**src/rtl/button_input_conditioner.sv**
```systemverilog
// Push-button front end: two-flop sync, per-channel debounce FSM, press/release/strobe pulses.
// Optional auto-repeat on btn_strobe is built when the AUTOREPEAT_EN macro is defined.
module button_input_conditioner #(
  parameter int N_BTN           = 5,
  parameter int DEBOUNCE_CYCLES = 1000000,
  parameter int REPEAT_DELAY    = 50000000,
  parameter int REPEAT_RATE     = 10000000
) (
  input  logic             clk_osc,
  input  logic             reset,
  input  logic             enable,
  input  logic [N_BTN-1:0] btn_raw,
  output logic [N_BTN-1:0] btn_level,
  output logic [N_BTN-1:0] btn_press,
  output logic [N_BTN-1:0] btn_release,
  output logic [N_BTN-1:0] btn_strobe,
  output logic             any_press
);

  localparam int MAX_A   = (DEBOUNCE_CYCLES > REPEAT_DELAY) ? DEBOUNCE_CYCLES : REPEAT_DELAY;
  localparam int MAX_CNT = (MAX_A > REPEAT_RATE) ? MAX_A : REPEAT_RATE;
  localparam int CNT_W   = $clog2(MAX_CNT + 1);

  localparam logic [CNT_W-1:0] CNT_SAT  = {CNT_W{1'b1}};
  localparam logic [CNT_W-1:0] DEB_LAST = CNT_W'(DEBOUNCE_CYCLES - 1);

  typedef enum logic [1:0] {
    IDLE      = 2'd0,
    PRESS_CHK = 2'd1,
    HELD      = 2'd2,
    REL_CHK   = 2'd3
  } state_t;

  // Counters stick at all-ones instead of wrapping.
  function automatic logic [CNT_W-1:0] sat_inc(input logic [CNT_W-1:0] v);
    if (v == CNT_SAT) begin
      return v;
    end else begin
      return v + CNT_W'(1);
    end
  endfunction

  logic [N_BTN-1:0] sync_d_r;
  logic [N_BTN-1:0] sync_q_r;

  // Two-flop synchroniser for the asynchronous button pins
  always_ff @(posedge clk_osc or negedge reset) begin
    if (!reset) begin
      sync_d_r <= {N_BTN{1'b0}};
      sync_q_r <= {N_BTN{1'b0}};
    end else begin
      sync_d_r <= btn_raw;
      sync_q_r <= sync_d_r;
    end
  end

  for (genvar i = 0; i < N_BTN; i++) begin : g_ch
    state_t           state_r;
    logic [CNT_W-1:0] cnt_r;
    logic             level_r;
    logic             press_r;
    logic             release_r;
    logic             press_evt_s;

    assign press_evt_s = (state_r == PRESS_CHK) && sync_q_r[i] && (cnt_r == DEB_LAST);

    // Debounce FSM; pulses coincide with the level change and are dropped while disabled
    always_ff @(posedge clk_osc or negedge reset) begin
      if (!reset) begin
        state_r   <= IDLE;
        cnt_r     <= '0;
        level_r   <= 1'b0;
        press_r   <= 1'b0;
        release_r <= 1'b0;
      end else begin
        press_r   <= 1'b0;
        release_r <= 1'b0;
        case (state_r)
          IDLE: begin
            cnt_r   <= '0;
            level_r <= 1'b0;
            if (sync_q_r[i]) begin
              state_r <= PRESS_CHK;
            end else begin
              state_r <= IDLE;
            end
          end
          PRESS_CHK: begin
            if (!sync_q_r[i]) begin
              state_r <= IDLE;
              cnt_r   <= '0;
            end else if (cnt_r == DEB_LAST) begin
              state_r <= HELD;
              cnt_r   <= '0;
              level_r <= 1'b1;
              press_r <= enable;
            end else begin
              cnt_r <= sat_inc(cnt_r);
            end
          end
          HELD: begin
            cnt_r   <= '0;
            level_r <= 1'b1;
            if (!sync_q_r[i]) begin
              state_r <= REL_CHK;
            end else begin
              state_r <= HELD;
            end
          end
          REL_CHK: begin
            if (sync_q_r[i]) begin
              state_r <= HELD;
              cnt_r   <= '0;
            end else if (cnt_r == DEB_LAST) begin
              state_r   <= IDLE;
              cnt_r     <= '0;
              level_r   <= 1'b0;
              release_r <= enable;
            end else begin
              cnt_r <= sat_inc(cnt_r);
            end
          end
          default: begin
            state_r <= IDLE;
            cnt_r   <= '0;
            level_r <= 1'b0;
          end
        endcase
      end
    end

    assign btn_level[i]   = level_r;
    assign btn_press[i]   = press_r;
    assign btn_release[i] = release_r;

`ifdef AUTOREPEAT_EN
    localparam logic [CNT_W-1:0] DELAY_LAST = CNT_W'(REPEAT_DELAY - 1);
    localparam logic [CNT_W-1:0] RATE_LAST  = CNT_W'(REPEAT_RATE - 1);

    logic [CNT_W-1:0] rpt_cnt_r;
    logic             rpt_first_r;
    logic             strobe_r;
    logic             in_hold_s;
    logic             rpt_fire_s;

    // First repeat uses the long delay, later ones the shorter rate
    always_comb begin
      in_hold_s  = (state_r == HELD) || (state_r == REL_CHK);
      rpt_fire_s = 1'b0;
      if (in_hold_s) begin
        if (rpt_first_r) begin
          rpt_fire_s = (rpt_cnt_r == RATE_LAST);
        end else begin
          rpt_fire_s = (rpt_cnt_r == DELAY_LAST);
        end
      end else begin
        rpt_fire_s = 1'b0;
      end
    end

    // Repeat counter runs only while held; it is already clear on the press edge
    always_ff @(posedge clk_osc or negedge reset) begin
      if (!reset) begin
        rpt_cnt_r   <= '0;
        rpt_first_r <= 1'b0;
        strobe_r    <= 1'b0;
      end else begin
        strobe_r <= enable & (press_evt_s | rpt_fire_s);
        if (!in_hold_s) begin
          rpt_cnt_r   <= '0;
          rpt_first_r <= 1'b0;
        end else if (rpt_fire_s) begin
          rpt_cnt_r   <= '0;
          rpt_first_r <= 1'b1;
        end else begin
          rpt_cnt_r <= sat_inc(rpt_cnt_r);
        end
      end
    end

    assign btn_strobe[i] = strobe_r;
`else
    logic unused_evt_s;
    assign unused_evt_s  = press_evt_s;
    assign btn_strobe[i] = press_r;
`endif
  end

  assign any_press = |btn_press;

endmodule

```
**config.mk**
```make
export PLATFORM = sky130hd
export DESIGN_NAME = button_input_conditioner
export DESIGN_NICKNAME = d
export VERILOG_FILES = /design/src/rtl/button_input_conditioner.sv
export SDC_FILE = /design/constraint.sdc
export NUM_CORES = 1
export LEC_CHECK = 0
export ABC_AREA = 1
export CAP_MARGIN = 10
export CORE_MARGIN = 5
export CORE_UTILIZATION = 50
export CTS_CLUSTER_DIAMETER = 200
export CTS_CLUSTER_SIZE = 20
export DETAILED_ROUTE_END_ITERATION = 12
export PLACE_DENSITY_LB_ADDON = 0.05
export SLEW_MARGIN = 5
export SYNTH_ARGS = -nofsm -noshare
export SYNTH_HDL_FRONTEND = slang
export SYNTH_SLANG_ARGS = --single-unit
```
**constraint.sdc**
```tcl
create_clock -name clk_osc -period 3.7 [get_ports clk_osc]
set_clock_uncertainty 0.1 [all_clocks]
set_input_delay 0.74 -clock clk_osc [delete_from_list [all_inputs] [get_ports clk_osc]]
set_output_delay 0.74 -clock clk_osc [all_outputs]
set_load 0.03 [all_outputs]
```
======== Word level (Yosys, flattened, before mapping) ========
Index checks and enable logic that the tools add are counted.
storage, ports and cells
  register bits ........................... 165
  input port bits ......................... 8
  output and inout port bits .............. 21
  logic and storage cells ................. 218
cells by class
  add/subtract/negate cells ............... 5
  equality and inequality tests ........... 55
  multiplexer cells ....................... 110
  reduce and logical (&&, ||, !) cells .... 21
operator list
  operator               count
  $mux 26                20
  $pmux 26 s3            5
  $add 26x1->26 const B  5
  $eq 26x20->1 const B   5
  $eq 26x26->1 const B   5
  $mux 1                 55
  $mux 2                 20
  $pmux 2 s4             5
  $ne 2x2->1 const B     15
  $eq 2x2->1 const B     10
  $pmux 1 s4             5
  $reduce_and 4->1       5
  $ne 3x2->1 const B     5
  $ne 3x3->1 const B     5
  $eq 2x1->1 const B     5
  $logic_not 2->1        5
  $ne 2x1->1 const B     5
  $reduce_and 2->1       5
  $reduce_or 2->1        5
  $reduce_or 5->1        1

======== Longest topological paths before layout ========
Gate-level depths: netlist of the first run.
  depth after elaboration ................. 5
  gate-level depth with buffers ........... 12

======== Least setup slack after synthesis of the first run ========
OpenSTA, ideal clock, no wires.
  path kind ............................... register to register
  start ................................... reg g_ch[3].cnt_r[0]
  end ..................................... reg g_ch[3].cnt_r[14]
  arrival time ............................ 1.582 ns
  setup slack ............................. 1.901 ns
  stages on the path, launching flop included .. 12
  clock period less this slack ............ 1.799 ns
  cell sequence ........................... dfrtp_1 ha_1 inv_1 nor2_4 inv_2 nor3_2 nand2_2 nand2_2 nand2_2 buf_6 nand2_1 nor2_1
on the way
  cells in the longest elaborated chain, start to end .. 5
  elaborated cells between the ends (all ways) .. 8
  those cells by class .................... 1 x add/sub; 2 x eq/ne; 5 x mux
RTL lines
  what                                           line     source
  start: declaration                             59       logic [CNT_W-1:0] cnt_r;
  start signal: assignment                       98       cnt_r <= sat_inc(cnt_r);
  start signal: assignment                       120      cnt_r <= sat_inc(cnt_r);
  $add 26x1->26 or $eq 26x26->1 (tied branches)  39, 36
  $mux 26                                        36       if (v == CNT_SAT) begin
  $mux 26 (*)                                    92       end else if (cnt_r == DEB_LAST) begin
  $mux 26 (on tied branches)                     111, 89
  $pmux 26 s3 (*)                                78       case (state_r)
Mark *: on every way between the ends. The rest lies on a longest branch, timed or not.
A chain may end at the register's enable or synchronous reset.

======== Worst setup path after layout of the first run ========
  start ................................... reg g_ch[2].press_r
  end ..................................... out any_press
on the way
  cells in the longest elaborated chain, start to end .. 1
RTL lines
  what                      line  source
  start: declaration        61    logic press_r;
  start signal: assignment  96    press_r <= enable;
  $reduce_or 5->1           189   assign any_press = |btn_press;
  end: declaration          17    output logic any_press
Every way passes these cells.

==> results.sh, run 1 <==
export IMPL_critPathArrivalTime_ns=1.72
export IMPL_syn_area_per_cell_um2=6.81
export IMPL_drt_iter0_markers=528
export IMPL_cts_buffer_depth=2
export IMPL_syn_area_um2=10900
export IMPL_post_cts_resized=0
export IMPL_synth_edf_count=0
export IMPL_yosys_warnings=0
export IMPL_critPathLaunchType="flop"
export IMPL_synthXorXnorAreaFrac=0.0225
export IMPL_synthesis_nets=1637
export IMPL_min_path_type="in2async"
export IMPL_relSlewSlack=0.458
export IMPL_firstDrtPassIters=5
export IMPL_synthCells=1604
export IMPL_path_cells="nor3_1 -> nand2_1 -> clkdlybuf4s50_1"
export IMPL_final_cell_area_um2=11900
export IMPL_ioPinCount=29
export IMPL_slowest_delay_ns=0.60
export IMPL_cellPowerDensity_nw_per_um2=399
export IMPL_dieArea_um2=24900
export IMPL_fmax_mhz=391
export IMPL_ys_types=37
export IMPL_ys_ff_latch=165
export IMPL_rsz0062_at_grt="false"
export IMPL_yosysSeqAreaShare=0.378
export IMPL_r2r_start="g_ch[2].cnt_r[0]$_DFF_PN0_"
export IMPL_final_nets=1648
export IMPL_muxShareOfSynthArea=0
export IMPL_wirelength_mm=26.3
export IMPL_wire_per_inst_um=13.8
export IMPL_via_per_inst=5.05
export IMPL_crit_fanout=3
export IMPL_synth_compound_area_frac=0.0338
export IMPL_final_setup_viol_count=0
export IMPL_synth_top_family_by_area="simple AND/OR/NAND/NOR gates"
export IMPL_reg2regPathDepth=8
export IMPL_grt_max_degree=70
export IMPL_drc=0
export IMPL_clock_sinks=165
export IMPL_peakVddDrop_v=0.000350
export IMPL_tightest_slew_ns=0.811
export IMPL_root_buffer="clkbuf_16"
export IMPL_cts_setup_buffers=0
export IMPL_synth_simple_area_share=0.434
export IMPL_nFillCells=2168
export IMPL_dp_hpwl_mm=19.7
export IMPL_antenna_found_initial=0
export IMPL_gr_total_overflow=0
export IMPL_synthAdderAreaFrac=0.0287
export IMPL_timing_rr_end="g_ch[2].cnt_r[24]$_DFF_PN0_"
export IMPL_die_x_um=158
export IMPL_ys_async_sr_fraction=1.00
export IMPL_vias=9635
export IMPL_min_period_ns=2.56
export IMPL_critPathRequiredTime_ns=2.86
export IMPL_port_buffers=28
export IMPL_area_delta_synth_final_pct=8.79
export IMPL_design_core_area_um2=21700
export IMPL_grt_total_usage=0.221
export IMPL_die_y_um=158
export IMPL_holdBufCountCts=0
export IMPL_worst_setup_path_type="reg2out"
export IMPL_placementRows=54
export IMPL_crit_slowest_cell="clkdlybuf4s50_1"
export IMPL_cts_clk_slew_worst_paths_ns=0.06
export IMPL_status="complete, no violations"
export IMPL_drive_gt1_frac=0.0658
export IMPL_maxSlewViolCount=0
export IMPL_crit_path_end_kind="output port"
export IMPL_setup_tns_ns=0
export IMPL_ff2ff_setup_slack_ns=1.34
export IMPL_antenna_left=0
export IMPL_maxCapViolCount=0
export IMPL_grt_pass1_wl_mm=44.8
export IMPL_ys_dominant_reg_cell="dfrtp_1"
export IMPL_htree_levels=4
export IMPL_antenna_cells=0
export IMPL_clock_latency_ns=0.43
export IMPL_cts_buffers=17
export IMPL_grt_pass1_vias=9270
export IMPL_initial_core_util=0.503
export IMPL_post_dp_cell_area_um2=11300
export IMPL_post_route_period_util=0.691
export IMPL_gp_congestion=0.885
export IMPL_cts_tree="yes"
export IMPL_power_leakage_nw=5.62
export IMPL_p_total_mw=4.73
export IMPL_hold_viol=0
state kept, by name (all words and copies together) (netlist names), named ones only:
name / flops
g_ch.press_r: 5
g_ch.cnt_r: 130
sync_q_r: 5
g_ch.state_r: 5
g_ch.release_r: 5
sync_d_r: 5
g_ch.level_r: 5
cells by family (layout without fill, tap and decap cells):
kind of cell / count (synthesis) / count (layout)
adders and majority gates: 25 / 25
AOI/OAI and AO/OA: 68 / 68
xor gates and xnor gates: 28 / 28
DFF: 165 / 165
and+or+nand+nor: 1061 / 1061
buffers and inverters: 257 / 280
Yosys cell counts, drive strengths merged (3+ instances only):
cell | count | area share
dfrtp | 165 | 0.38
a22oi | 7 | 0.0048
buf | 37 | 0.028
ha | 25 | 0.029
nor3 | 39 | 0.021
nor2 | 318 | 0.12
nand2 | 484 | 0.17
a21oi | 28 | 0.013
nand3b | 19 | 0.013
inv | 218 | 0.075
nor4 | 3 | 0.0017
o21ai | 31 | 0.015
nand3 | 152 | 0.075
or2 | 3 | 0.0017
xor2 | 17 | 0.014
xnor2 | 11 | 0.0088
nand4 | 41 | 0.026
how the worst max path moves through the flow:
stage                                    start  slack (ns)                          end  depth (start not counted)
floorplan           g_ch[3].cnt_r[0]$_DFF_PN0_        1.90  g_ch[3].cnt_r[14]$_DFF_PN0_                         11
detailed placement  g_ch[2].cnt_r[0]$_DFF_PN0_        1.34  g_ch[2].cnt_r[24]$_DFF_PN0_                          8
finish               g_ch[2].press_r$_DFF_PN0_        1.14                    any_press                          3
CTS                  g_ch[2].press_r$_DFF_PN0_        1.07                    any_press                          3
global route         g_ch[2].press_r$_DFF_PN0_        1.05                    any_press                          3
global placement                        enable        1.31    g_ch[4].press_r$_DFF_PN0_                          3
through the flow:
step / utilization / worst slack (ns) / hold WS [ns] / instances
after global routing: 0.548 / 1.05 / 0.269 / 1907
after global placement: 0.520 / 1.31 / 0.232 / 1876
after detailed placement: 0.520 / 1.34 / 0.242 / 1876
after CTS: 0.548 / 1.07 / 0.254 / 1907
final: 0.548 / 1.14 / 0.210 / 1907
after floorplan: - / 1.90 / 0.231 / 1604
cell usage in the layout (no fill, tap or decap), types with 25 or more instances in the layout:
cell | netlist | final
nor2_1 | 294 | 294
inv_1 | 209 | 209
dfrtp_1 | 165 | 165
a21oi_1 | 28 | 28
clkdlybuf4s50_1 | 0 | 27
o21ai_0 | 28 | 28
ha_1 | 25 | 25
nor3_1 | 33 | 33
nand4_1 | 39 | 39
nand3_1 | 142 | 142
nand2_1 | 467 | 467
power breakdown:
part           total (mW)  switching (mW)  leakage, nW  internal (mW)
logic               0.899           0.603         3.07          0.295
clock network        1.81           0.758        0.290           1.05
registers            2.03           0.113         2.26           1.91
total                4.73            1.47         5.62           3.26
routing by layer:
layer,global-route usage,wire length (um),share of wire,up-vias
met5,0,0,0,-
met2,0.372,12500,0.48,152
met3,0.0498,1170,0.044,35
met4,0.0635,596,0.023,0
met1,0.288,12000,0.46,4430
li1,-,-,-,5018
worst max-delay path, delay by kind of cell, from the launching register on:
kind                   cells  cell delay [ns]
flip-flops                 1             0.40
AND/OR/NAND/NOR            2             0.31
buffers and inverters      1             0.60
final cells by class:
| cell class | count | area (um^2) | share of cell area |
|---|---|---|---|
| Clock inverter | 10 | 121 | 0.0102 |
| Tap cell | 280 | 350 | 0.0295 |
| Timing Repair Buffer | 30 | 322 | 0.0271 |
| Sequential cell | 165 | 4130 | 0.348 |
| Inverter | 219 | 823 | 0.0693 |
| Clock buffer | 21 | 470 | 0.0396 |
| Multi-Input combinational cell | 1182 | 5660 | 0.477 |
(Power assumes the default switching activity.)
==> inputs of run 2 (changes only) <==
==> constraint.sdc (replaced) <==
create_clock -name clk_osc -period 2.05 [get_ports clk_osc]
set_clock_uncertainty 0.1 [all_clocks]
set_input_delay 0.41 -clock clk_osc [delete_from_list [all_inputs] [get_ports clk_osc]]
set_output_delay 0.41 -clock clk_osc [all_outputs]
set_load 0.03 [all_outputs]
==> run 2 against run 1 <==
Compared with the run above:
- sequential power is 79% higher
- power grew 78%
- via count up 2.6%
- combinational power rose by 99%
- cell count increased by 2.9%
- largest power group unchanged
- highest routed layer unchanged
==> results.sh, run 2 (synthesized netlist as in run 1, its figures left out) <==
export IMPL_p_switching_mw=2.65
export IMPL_wirelength_mm=27.0
export IMPL_grt_pass1_vias=9516
export IMPL_htree_levels=4
export IMPL_via_per_inst=5.03
export IMPL_maxCapViolCount=0
export IMPL_crit_start="g_ch[1].press_r$_DFF_PN0_"
export IMPL_final_cell_mix="nand2_1, nor2_1, inv_1"
export IMPL_crit_slowest_cell="clkdlybuf4s50_1"
export IMPL_grt_pass1_wl_mm=45.2
export IMPL_path_cells="clkdlybuf4s50_1"
export IMPL_die_x_um=158
export IMPL_final_common_cell="nand2_1"
export IMPL_antenna_found_initial=0
export IMPL_critPathArrivalTime_ns=1.48
export IMPL_critPathLaunchType="flop"
export IMPL_p_int_mw=5.79
export IMPL_port_buffers=28
export IMPL_final_setup_viol_count=0
export IMPL_min_period_ns=1.99
export IMPL_dp_hpwl_mm=20.3
export IMPL_cts_buffers=17
export IMPL_critPathRequiredTime_ns=1.54
export IMPL_final_cell_area_um2=12400
export IMPL_dieArea_um2=24900
export IMPL_p_total_mw=8.44
export IMPL_worst_setup_path_type="reg2out"
export IMPL_root_buffer="clkbuf_16"
export IMPL_clkPwrFrac=0.358
export IMPL_cp_buffers_inverters=1
export IMPL_firstDrtPassIters=5
export IMPL_cellPowerDensity_nw_per_um2=681
export IMPL_final_nets=1705
export IMPL_ioPinCount=29
export IMPL_antenna_cells=0
export IMPL_hold_viol=0
export IMPL_drc=0
export IMPL_cpLargestDelayFamily="buffers and inverters"
export IMPL_post_dp_cell_area_um2=11700
export IMPL_drive_gt1_frac=0.101
export IMPL_cts_buffer_depth=2
export IMPL_design_core_area_um2=21700
export IMPL_crit_fanout=3
export IMPL_wire_per_inst_um=13.8
export IMPL_die_y_um=158
export IMPL_holdCritStartpoint="sync_d_r[3]$_DFF_PN0_"
export IMPL_p_comb_frac=0.212
export IMPL_peakVddDrop_v=0.000454
export IMPL_rsz0062_at_grt="false"
export IMPL_clock_sinks=165
export IMPL_area_delta_synth_final_pct=13.6
export IMPL_setup_tns_ns=0
export IMPL_status="complete, no violations"
export IMPL_clock_latency_ns=0.42
export IMPL_cts_clk_slew_worst_paths_ns=0.06
export IMPL_initial_core_util=0.503
export IMPL_ff2ff_setup_slack_ns=0.17
export IMPL_grt_total_usage=0.222
export IMPL_pwr_share_seq=0.430
export IMPL_post_route_period_util=0.972
export IMPL_post_route_util=0.572
export IMPL_r2r_start="g_ch[0].cnt_r[2]$_DFF_PN0_"
export IMPL_gr_total_overflow=0
export IMPL_cts_tree="yes"
export IMPL_vias=9881
export IMPL_power_leakage_nw=5.93
export IMPL_seqCellArea_um2=4130
export IMPL_largest_register="g_ch.cnt_r"
export IMPL_fmax_mhz=502
export IMPL_tightest_slew_ns=0.554
export IMPL_nFillCells=2070
export IMPL_slowest_delay_ns=0.68
export IMPL_placementRows=54
export IMPL_maxSlewViolCount=0
export IMPL_antenna_left=0
export IMPL_p_sw_frac=0.314
export IMPL_crit_path_end_kind="output port"
export IMPL_largest_reg_flops=130
export IMPL_multi_input_area_um2=5770
export IMPL_min_path_type="reg2reg"
export IMPL_grt_max_degree=51
export IMPL_drt_iter0_markers=613
export IMPL_relSlewSlack=0.627
export IMPL_gp_congestion=0.920
-- run 2: cell types whose count changed in the layout (fill, tap and decap cells not counted), sizes merged, moves of 2 or more --
cell / previous run / this run
buf: 3 / 56
clkdlybuf4s50: 27 / 20
clkinvlp: 1 / 4
dlygate4sd2: 0 / 7
inv: 221 / 217
nand4: 41 / 43
-- run 2: layer usage --
metal | track usage | routed length [um] | up-vias
li1 | - | - | 5142
met1 | 0.295 | 12500 | 4497
met4 | 0.0668 | 534 | 0
met5 | 0 | 0 | -
met2 | 0.372 | 12800 | 202
met3 | 0.0391 | 1200 | 40
-- run 2: repair_timing --
| item | 4_1_cts | 5_1_grt |
|---|---|---|
| hold endpoints to repair | 43 | 0 |
| setup buffers | 0 | 8 |
| cloned | 0 | 3 |
| hold buffers | 1 | 0 |
| setup endpoints to repair | 7 | 73 |
| pin swaps | 0 | 4 |
| resized for setup | 8 | 17 |
-- run 2: area by class of cell --
cell class	instances	area share
multi-input combinational	1185	0.466
inverter	219	0.0667
timing repair buffer	84	0.0632
sequential	165	0.333
clock inverter	8	0.00646
clock buffer	22	0.0366
tap	280	0.0283
-- run 2: stage by stage --
step                worst slack [ns]  hold WS (ns)  instances
CTS                           0.0360         0.250       1952
detailed placement            0.0634         0.236       1921
finish                        0.0576         0.247       1963
global placement              0.0838         0.231       1921
floorplan                      0.251        0.0144       1604
global route                 0.00652         0.257       1963
-- run 2: power by group through the flow --
| stage | Clock (mW) | Sequential [mW] | Combinational, mW |
|---|---|---|---|
| floorplan | 0 | 3.66 | 1.30 |
| global placement | 0 | 3.68 | 1.77 |
| finish | 3.02 | 3.63 | 1.79 |
| CTS | 3.10 | 3.63 | 1.81 |
| detailed placement | 0 | 3.68 | 1.80 |
| global route | 3.23 | 3.66 | 2.06 |
-- run 2: final timing paths --
| path | end | depth (start not counted) |
|---|---|---|
| min in group asynchronous | g_ch[2].cnt_r[8]$_DFF_PN0_ | 2 |
| setup reg to reg | g_ch[0].cnt_r[14]$_DFF_PN0_ | 10 |
| hold reg to reg | sync_q_r[3]$_DFF_PN0_ | 0 |
| max in group asynchronous | g_ch[0].cnt_r[14]$_DFF_PN0_ | 3 |
| setup / recovery | btn_strobe[1] | 1 |
| hold / removal | sync_q_r[3]$_DFF_PN0_ | 0 |
==> inputs of run 3 (changes only) <==
--- a/config.mk
+++ b/config.mk
@@ -17,3 +17,4 @@
 export SYNTH_ARGS = -nofsm -noshare
 export SYNTH_HDL_FRONTEND = slang
 export SYNTH_SLANG_ARGS = --single-unit
+export TNS_END_PERCENT = 5
==> run 3 against run 2 <==
Compared with the run above:
- global-route usage stayed put
- sequential power barely moved
- fmax about the same
- clock power hardly changed
- setup slack about the same
- core utilization is 0.46 points lower
- clock-buffer cell count did not move
==> results.sh, run 3 (synthesized netlist as in run 1, its figures left out) <==
export IMPL_maxSlewViolCount=0
export IMPL_tightest_slew_ns=0.579
export IMPL_grt_total_usage=0.222
export IMPL_drive_gt1_frac=0.0962
export IMPL_multi_input_area_um2=5730
export IMPL_cts_setup_buffers=0
export IMPL_post_dp_cell_area_um2=11700
export IMPL_setup_tns_ns=0
export IMPL_post_route_util=0.567
export IMPL_initial_core_util=0.503
export IMPL_largest_register="g_ch.cnt_r"
export IMPL_p_total_mw=8.43
export IMPL_dp_hpwl_mm=20.3
export IMPL_peakVddDrop_v=0.000454
export IMPL_root_buffer="clkbuf_16"
export IMPL_fin_cells=1953
export IMPL_placementRows=54
export IMPL_firstDrtPassIters=5
export IMPL_vias=9862
export IMPL_dp_cells=1921
export IMPL_crit_fanout=3
export IMPL_crit_slowest_cell="clkdlybuf4s50_1"
export IMPL_critPathArrivalTime_ns=1.48
export IMPL_worst_slack_ns=0.0576
export IMPL_critPathLaunchType="flop"
export IMPL_crit_path_end_kind="output port"
export IMPL_maxCapViolCount=0
export IMPL_final_common_cell="nand2_1"
export IMPL_ioPinCount=29
export IMPL_dieArea_um2=24900
export IMPL_final_nets=1695
export IMPL_hold_viol=0
export IMPL_largest_reg_flops=130
export IMPL_rsz0062_at_grt="true"
export IMPL_hold_slack_ns=0.247
export IMPL_power_leakage_nw=5.88
export IMPL_final_cell_area_um2=12300
export IMPL_seqCellArea_um2=4130
export IMPL_clock_sinks=165
export IMPL_cp_buffers_inverters=1
export IMPL_status="complete, no violations"
export IMPL_pre_cts_ws_ns=0.0634
export IMPL_cpLargestDelayFamily="buffers and inverters"
export IMPL_min_period_ns=1.99
export IMPL_cts_clk_slew_worst_paths_ns=0.06
export IMPL_drc=0
export IMPL_antenna_found_initial=0
export IMPL_wirelength_mm=26.7
export IMPL_design_core_area_um2=21700
export IMPL_area_delta_synth_final_pct=12.7
export IMPL_relSlewSlack=0.610
export IMPL_antenna_left=0
export IMPL_drt_iter0_markers=579
export IMPL_gr_total_overflow=0
export IMPL_cts_buffer_depth=2
export IMPL_cellPowerDensity_nw_per_um2=686
export IMPL_grt_max_degree=51
export IMPL_nFillCells=2079
export IMPL_port_buffers=28
export IMPL_via_per_inst=5.05
export IMPL_die_x_um=158
export IMPL_critPathRequiredTime_ns=1.54
export IMPL_path_cells="clkdlybuf4s50_1"
export IMPL_grt_pass1_wl_mm=45.2
export IMPL_die_y_um=158
export IMPL_final_setup_viol_count=0
export IMPL_worst_setup_path_type="reg2out"
export IMPL_final_cell_mix="nand2_1, nor2_1, inv_1"
export IMPL_cts_tree="yes"
export IMPL_grt_pass1_vias=9516
export IMPL_gp_congestion=0.920
export IMPL_min_path_type="reg2reg"
export IMPL_clock_latency_ns=0.42
export IMPL_wire_per_inst_um=13.7
export IMPL_antenna_cells=0
export IMPL_post_route_period_util=0.972
export IMPL_cts_buffers=17
export IMPL_fmax_mhz=502
export IMPL_slowest_delay_ns=0.68
export IMPL_htree_levels=4
-- run 3: path summary, 6_finish.rpt --
| kind | depth (start not counted) | from | endpoint | slack (ns) |
|---|---|---|---|---|
| min in group asynchronous | 2 | reset | g_ch[2].cnt_r[8]$_DFF_PN0_ | 0.43 |
| hold / removal | 0 | sync_d_r[3]$_DFF_PN0_ | sync_q_r[3]$_DFF_PN0_ | 0.25 |
| setup reg to reg | 8 | g_ch[4].cnt_r[18]$_DFF_PN0_ | g_ch[4].cnt_r[10]$_DFF_PN0_ | 0.10 |
| setup / recovery | 1 | g_ch[1].press_r$_DFF_PN0_ | btn_strobe[1] | 0.06 |
| max in group asynchronous | 3 | reset | g_ch[0].cnt_r[14]$_DFF_PN0_ | 0.86 |
| hold reg to reg | 0 | sync_d_r[3]$_DFF_PN0_ | sync_q_r[3]$_DFF_PN0_ | 0.25 |
-- run 3: final cells by class --
type | instances | area share
clock inverters | 8 | 0.00651
clock buffers | 22 | 0.0369
repair buffers | 76 | 0.0588
multi-input cells | 1183 | 0.466
flip-flops and latches | 165 | 0.336
well taps | 280 | 0.0285
inverters | 219 | 0.0672
-- run 3: metal layers --
layer	track usage	share of wire
met3	0.0391	0.041
met4	0.0668	0.022
met2	0.372	0.47
met1	0.295	0.46
met5	0	0
-- run 3: power breakdown --
| group | leakage, nW | internal [mW] | switching, mW |
|---|---|---|---|
| combinational | 3.37 | 0.645 | 1.14 |
| sequential | 2.26 | 3.45 | 0.179 |
| clock | 0.252 | 1.69 | 1.32 |
-- run 3: worst reg2reg max path, cell delays in order (launching register included) --
cell and delay [ns]:
dfrtp_1 0.38, nand2_1 0.07, inv_1 0.11, nand2_1 0.15, nor2_2 0.35, nand3_2 0.33
nand3_1 0.24, nand3_1 0.09, nand2_1 0.07
-- run 3: what timing repair did --
| action | CTS | global route |
|---|---|---|
| endpoints found under the setup margin | 7 | 73 |
| pin swaps | 0 | 2 |
| gates cloned | 0 | 1 |
| gates resized for setup | 8 | 15 |
| endpoints found under the hold margin | 43 | 0 |
| hold buffers | 1 | 0 |
